--- src/rtl/quad_xor_scheduler.sv ---
// Two-requester round-robin scheduler for one shared external quad XOR.
// Ports: CLK, RST (sync high); REQ/WIDE/A0/B0/A1/B1 requests and operands;
// GNT/DONE one-hot per requester; XA/XB/XY nibble link to the quad XOR;
// Y result word; BUSY while not IDLE. Option macro
// QUAD_XOR_SCHEDULER_PARITY_EN adds output PAR (parity of the final Y).
module quad_xor_scheduler #(
  parameter int PRIO_INIT = 0
) (
  input  logic        CLK,
  input  logic        RST,
  input  logic [0:1]  REQ,
  input  logic [0:1]  WIDE,
  input  logic [0:15] A0,
  input  logic [0:15] B0,
  input  logic [0:15] A1,
  input  logic [0:15] B1,
  output logic [0:1]  GNT,
  output logic [0:3]  XA,
  output logic [0:3]  XB,
  input  logic [0:3]  XY,
  output logic [0:15] Y,
  output logic [0:1]  DONE,
  output logic        BUSY
`ifdef QUAD_XOR_SCHEDULER_PARITY_EN
  ,
  output logic        PAR
`endif
);

  typedef enum logic [1:0] {
    IDLE,
    RUN,
    FIN
  } state_e;

  state_e      state_q, state_d;
  logic [1:0]  k_q, k_d;
  logic [0:1]  gnt_q, gnt_d;
  logic        wide_q, wide_d;
  logic        ptr_q, ptr_d;
  logic [0:15] a_q, a_d;
  logic [0:15] b_q, b_d;
  logic [0:15] y_q, y_d;
  logic        win;
  logic [3:0]  base;

  // Both requesting: pointer decides; otherwise the lone requester wins.
  always_comb begin
    win = 1'b0;
    if (REQ[0] && REQ[1]) begin
      win = ptr_q;
    end else if (REQ[1]) begin
      win = 1'b1;
    end
  end

  // Nibble k occupies bits [4k:4k+3] (bit 0 is the leftmost bit).
  assign base = {k_q, 2'b00};

  always_comb begin
    state_d = state_q;
    k_d     = k_q;
    gnt_d   = gnt_q;
    wide_d  = wide_q;
    ptr_d   = ptr_q;
    a_d     = a_q;
    b_d     = b_q;
    y_d     = y_q;
    XA      = '0;
    XB      = '0;
    DONE    = '0;
    unique case (state_q)
      IDLE: begin
        if (|REQ) begin
          state_d    = RUN;
          k_d        = '0;
          gnt_d      = '0;
          gnt_d[win] = 1'b1;
          wide_d     = WIDE[win];
          a_d        = win ? A1 : A0;
          b_d        = win ? B1 : B0;
        end
      end
      RUN: begin
        XA = a_q[base +: 4];
        XB = b_q[base +: 4];
        if (k_q == 2'd0) begin
          y_d = '0;
        end
        y_d[base +: 4] = XY;
        if (!wide_q || k_q == 2'd3) begin
          state_d = FIN;
        end else begin
          k_d = k_q + 2'd1;
        end
      end
      FIN: begin
        DONE    = gnt_q;
        gnt_d   = '0;
        ptr_d   = ~gnt_q[1];
        state_d = IDLE;
      end
      default: begin
        state_d = IDLE;
      end
    endcase
  end

  always_ff @(posedge CLK) begin
    if (RST) begin
      state_q <= IDLE;
      k_q     <= '0;
      gnt_q   <= '0;
      wide_q  <= 1'b0;
      ptr_q   <= 1'(PRIO_INIT);
      a_q     <= '0;
      b_q     <= '0;
      y_q     <= '0;
    end else begin
      state_q <= state_d;
      k_q     <= k_d;
      gnt_q   <= gnt_d;
      wide_q  <= wide_d;
      ptr_q   <= ptr_d;
      a_q     <= a_d;
      b_q     <= b_d;
      y_q     <= y_d;
    end
  end

  assign GNT  = gnt_q;
  assign Y    = y_q;
  assign BUSY = (state_q != IDLE);

`ifdef QUAD_XOR_SCHEDULER_PARITY_EN
  logic par_q, par_d;

  // Y is final during FIN, so its parity is taken on the FIN edge.
  always_comb begin
    par_d = par_q;
    if (state_q == FIN) begin
      par_d = ^y_q;
    end
  end

  always_ff @(posedge CLK) begin
    if (RST) begin
      par_q <= 1'b0;
    end else begin
      par_q <= par_d;
    end
  end

  assign PAR = par_q;
`endif

endmodule

--- config.mk ---
export PLATFORM = sky130hd
export DESIGN_NAME = quad_xor_scheduler
export DESIGN_NICKNAME = d
export VERILOG_FILES = /design/src/rtl/quad_xor_scheduler.sv
export SDC_FILE = /design/constraint.sdc
export NUM_CORES = 1
export LEC_CHECK = 0
export CORE_AREA = 2 2 90 92
export CTS_CLUSTER_SIZE = 25
export DETAILED_ROUTE_END_ITERATION = 8
export DIE_AREA = 0 0 92 94
export PLACE_DENSITY_LB_ADDON = 0.3
export SLEW_MARGIN = 20
export SYNTH_ARGS = -nofsm -noshare
export SYNTH_HDL_FRONTEND = slang
export SYNTH_SLANG_ARGS = --single-unit
--- constraint.sdc ---
create_clock -name CLK -period 1.8 [get_ports CLK]
set_clock_uncertainty 0.15 [all_clocks]
set_input_delay 0.18 -clock CLK [delete_from_list [all_inputs] [get_ports CLK]]
set_output_delay 0.18 -clock CLK [all_outputs]
set_load 0.02 [all_outputs]
; ---- Word level (Yosys, flattened, before mapping)
; Index checks and enable logic that the tools add are counted.
[word_totals]
wordCells = 62
in_bits = 74
romBits = 0
ramBits = 0
n_memories = 0
latchBits = 0
out_inout_bits = 29
ff_bits = 56
[op_classes]
bitwise_logic = 3
n_lt_le_gt_ge = 2
n_addsub = 2
div = 0
mul = 0
n_eq_ne = 6
n_reduce_logical = 14
mux = 23
shift = 4
[ops]
columns = cell, count
row1 = $mux W16, 4
row2 = $shiftx A16 B5 Y17, 2
row3 = $shift A17 B6 Y16 const A, 1
row4 = $shiftx A17 B6 Y16, 1
row5 = $bwmux W16, 1
row6 = $mux W2, 6
row7 = $pmux W2 S2, 3
row8 = $mux W4, 2
row9 = $mux W1, 6
row10 = $ne A2 B2 Y1 const B, 3
row11 = $neg A5 Y6, 1
row12 = $reduce_and A2 Y1, 3
row13 = $reduce_bool A2 Y1, 3
row14 = $not A4 Y5, 1
row15 = $eq A2 B2 Y1 const B, 2
row16 = $logic_not A2 Y1, 2
row17 = $reduce_and A3 Y1, 1
row18 = $add A2 B1 Y2 const B, 1
row19 = $eq A2 B1 Y1 const B, 1
row20 = $ge A2 B2 Y1 const B, 1
row21 = $logic_and A1 B1 Y1, 2
row22 = $lt A2 B1 Y1 const B, 1
row23 = $not A1 Y2, 1
row24 = $reduce_or A2 Y1, 1
row25 = other kinds (4), 4

; ---- Logic depth before layout (Yosys ltp)
[logic_depth]
depth_word = 9
depth_mapped = 7
mapped_depth_nobuf = 5

; ---- Worst setup path before layout
; OpenSTA, ideal clock, no wires.
[synth_timing]
path_type = reg2reg
startpoint = register k_q[0]
endpoint = register y_q (netlist bit Y[12])
stages_incl_launch_ff = 8
required_time_ns = 1.580
period_less_slack_ns = 1.927
n_path_buf = 2
slack_ns = -0.127
setup_ns = 0.070
arrival_time_ns = 1.706
path_cell_list = dfxtp_1 buf_2 buf_6 inv_1 ha_1 nor3b_1 nand3_1 a21oi_1
[synth_between]
elab_chain_cells = 4
elab_cells_between_ends = 8
classes_between = add/sub (1) / shift (2) / mux (3) / bitwise (1) / reduce/logical (1)
[synth_rtl]
columns = item, line_no
row1 = from (decl), 37  ; logic [1:0] k_q, k_d;
row2 = from (signal assigned), 121  ; k_q <= k_d;
row3 = $not A4 Y5 (not written as such) or $logic_not A2 Y1 (tied branches), "90, 87"
row4 = $neg A5 Y6 or $mux W16 (tied branches), "90, 87"
row5 = "$shiftx A17 B6 Y16, or another cell as far along", 90  ; y_d[base +: 4] = XY;
row6 = $bwmux W16 (*), 90
row7 = to (signal assigned), 127  ; y_q <= y_d;
row8 = to (decl), 43  ; logic [0:15] y_q, y_d;
; Every way passes the cells marked *; elsewhere a longest branch is shown, timed or not. The select of a mux whose other input is x is not followed.
; A chain may end at the register's enable or synchronous reset.

; ---- Final worst setup path
[layout_timing]
startpoint = register k_q[0]
endpoint = output port XA[3] in the netlist's numbering
[layout_between]
elab_chain_cells = 3
[layout_rtl]
columns = item, line_no
row1 = $not A4 Y5 (not written as such), 85  ; XA = a_q[base +: 4];
row2 = $shiftx A16 B5 Y17, 85
row3 = $mux W4, 72  ; unique case (state_q)
row4 = to (decl), 18  ; output logic [0:3] XA,
; No other way between the ends.

==> metrics.txt <==
TritonCTS clock tree=built; Synth top cells by count=dfxtp_1, a21oi_1, o21ai_0; largest net degree at the start of global routing=36; Initial Utilization=41.4%; CP Max Fanout=3; Yosys top cell by area=dfxtp_1; FFs w/ async S/R, synth=0%; Worst VDD drop=313 uV; residual DRC count=0; Top FF cell, synth=dfxtp_1; Ports=103; Antenna Nets Post-Route=0; Area growth syn-to-layout=44.9%; drt pass-1 iters=4; EDFF count, synth=0; CTS buffer count=5; gpl congestion=0.816; Routed WL=8820 um; Synth Instances=338; Die Outline Area=8650 sq um; CP Launch Type=flip-flop; Setup CP Type=reg -> out; Synth Warn #=0; top cells by area, synth=dfxtp_1, a311oi_2, a21oi_1; DR WL/cell=16.2 um; Fmax achieved=0.508 GHz; IO Port Bufs=102; final worst slack=-0.170 ns; Yosys top cell area share=35.6%; Seq cells post-synth=56; Tot GR Track Use=20.3%; worst hold path class=in -> reg; hold slack=0.130 ns; Leakage=0.00157 uW; fin crit period=1.97 ns; Worst-path clk slew=0.10 ns; post-route insts no fill=545; Skew-Pair Late Insertion Delay=0.31 ns; Syn Nets=417; post-DP HPWL=6570 um; Mapped Area=3150 sq um; Clock Tree Root=clkbuf_8; Final Hold Viols=0; Worst Tran Pin Value=0.434 ns; detailed-route via count=3023; row count=32; fin crit share=109%; vias per cell=5.55; max-cap viol count=0; Overflow after GRT=0; Die X=92 um; vias in the first global route=2923; share of layout cells above drive strength 1=25.5%; max_slew headroom=71.1%; final slew viol count=0; run status=finished, violations left; Post-Syn Area per Cell=9.33 sq um; number of instances in the placed design=536; height of the chip=94 um; RSZ-0062 raised after global routing=yes; failing checks=negative setup slack; initial antenna violation count=0; first-pass GRT wire length=14200 um; Critical Path RT=1.47 ns; H-tree depth=2; sequential-to-total area share from yosys stat=35.6%; count leader, synth=dfxtp_1; 1st-iter DRT viols=137; setup violators final=7; # clock sinks=56; Layout Nets=521; power density cells=685 nW/um^2; n_diodes=0; CP Capture Type=output port; critical path arrival=1.64 ns; Distinct cells, synth=39; core footprint=7610 sq um; Bufs on Longest Clock Path=2
worst max-delay path: stages (launching register included):
cell	delay [ns]
dfxtp_2	0.36
buf_6	0.12
buf_12	0.09
mux4_2	0.48
and2_4	0.16
buf_6	0.12
metal layers:
metal	share of wire (%)	up-vias	global-route usage [%]
li1	-	1487	-
met1	44	1432	25.6
met2	50	91	35.5
met3	4.5	13	3.85
met4	1.7	0	5.60
met5	0	-	0
stage by stage:
step	util, %	setup TNS (ns)	worst slack, ns	instance area (sq um)	power, uW
floorplan	-	0	0.0558	3160	1950
global placement	57.3	-1.49	-0.213	4360	2300
detailed placement	57.3	-1.80	-0.259	4360	2320
CTS	59.4	-0.932	-0.184	4520	3130
global route	60.1	-1.15	-0.227	4570	3280
finish	60.1	-0.770	-0.170	4570	3130
cell type report:
class	instances	area [sq um]
multi-input combinational	240	1840
fill	661	3040
clock inverter	2	35.0
timing repair buffer	134	1350
sequential	56	1130
tap	102	128
clock buffer	6	72.6
inverter	5	21.3
sequential cells by signal (all words and copies together) (netlist names):
signal,flops
Y,16
a_q,16
b_q,16
GNT,2
k_q,2
state_q,2
ptr_q,1
wide_q,1
kinds of logic (layout without fill, tap and decap cells):
family / count (synthesis) / after routing / share of synthesized area [%]
compound gates: 123 / 123 / 26.3
simple gates: 104 / 104 / 22.3
flops: 56 / 56 / 35.6
buf+inv: 42 / 147 / 8.10
mux: 8 / 8 / 5.71
fa+ha+maj: 5 / 5 / 1.98
worst paths after layout:
kind	from	cells after the start	to	slack [ns]
worst max register to register	k_q[0]	8	Y[2]	0.11
worst min register to register	Y[0]	2	Y[0]	0.31
worst min-delay path	RST	2	Y[0]	0.13
worst max-delay path	k_q[0]	5	XA[3]	-0.17
cell usage in the layout (no fill, tap or decap), types with 2 or more instances in the layout:
master and n:
a21oi_1 39, a311oi_1 3, a311oi_2 16, a31oi_1 14
and2_1 2, and2_4 8, buf_12 6, buf_2 2
buf_4 22, buf_6 11, clkbuf_8 5, clkdlybuf4s50_1 89
dfxtp_1 54, ha_1 3, inv_1 2, inv_2 2
mux4_2 8, nand2_1 6, nand2b_1 2, nand3_1 27
nand3_2 16, nand4_1 22, nor2_1 3, nor2_4 2
nor2_8 2, nor2b_1 3, nor2b_4 2, nor3_1 2
o211ai_1 2, o21ai_0 35, o21ai_1 11
what timing repair did:
action	in CTS	in global routing
resized for setup	63	15
setup endpoints to repair	18	22
hold buffers	0	0
buffers inserted	1	0
gates cloned	0	0
pin swaps	8	3
report_power, final:
part / internal (uW) / switching (uW)
clock: 414 / 400
combinational: 464 / 451
sequential: 1340 / 64.9
Power figures use the tool's default switching activity.
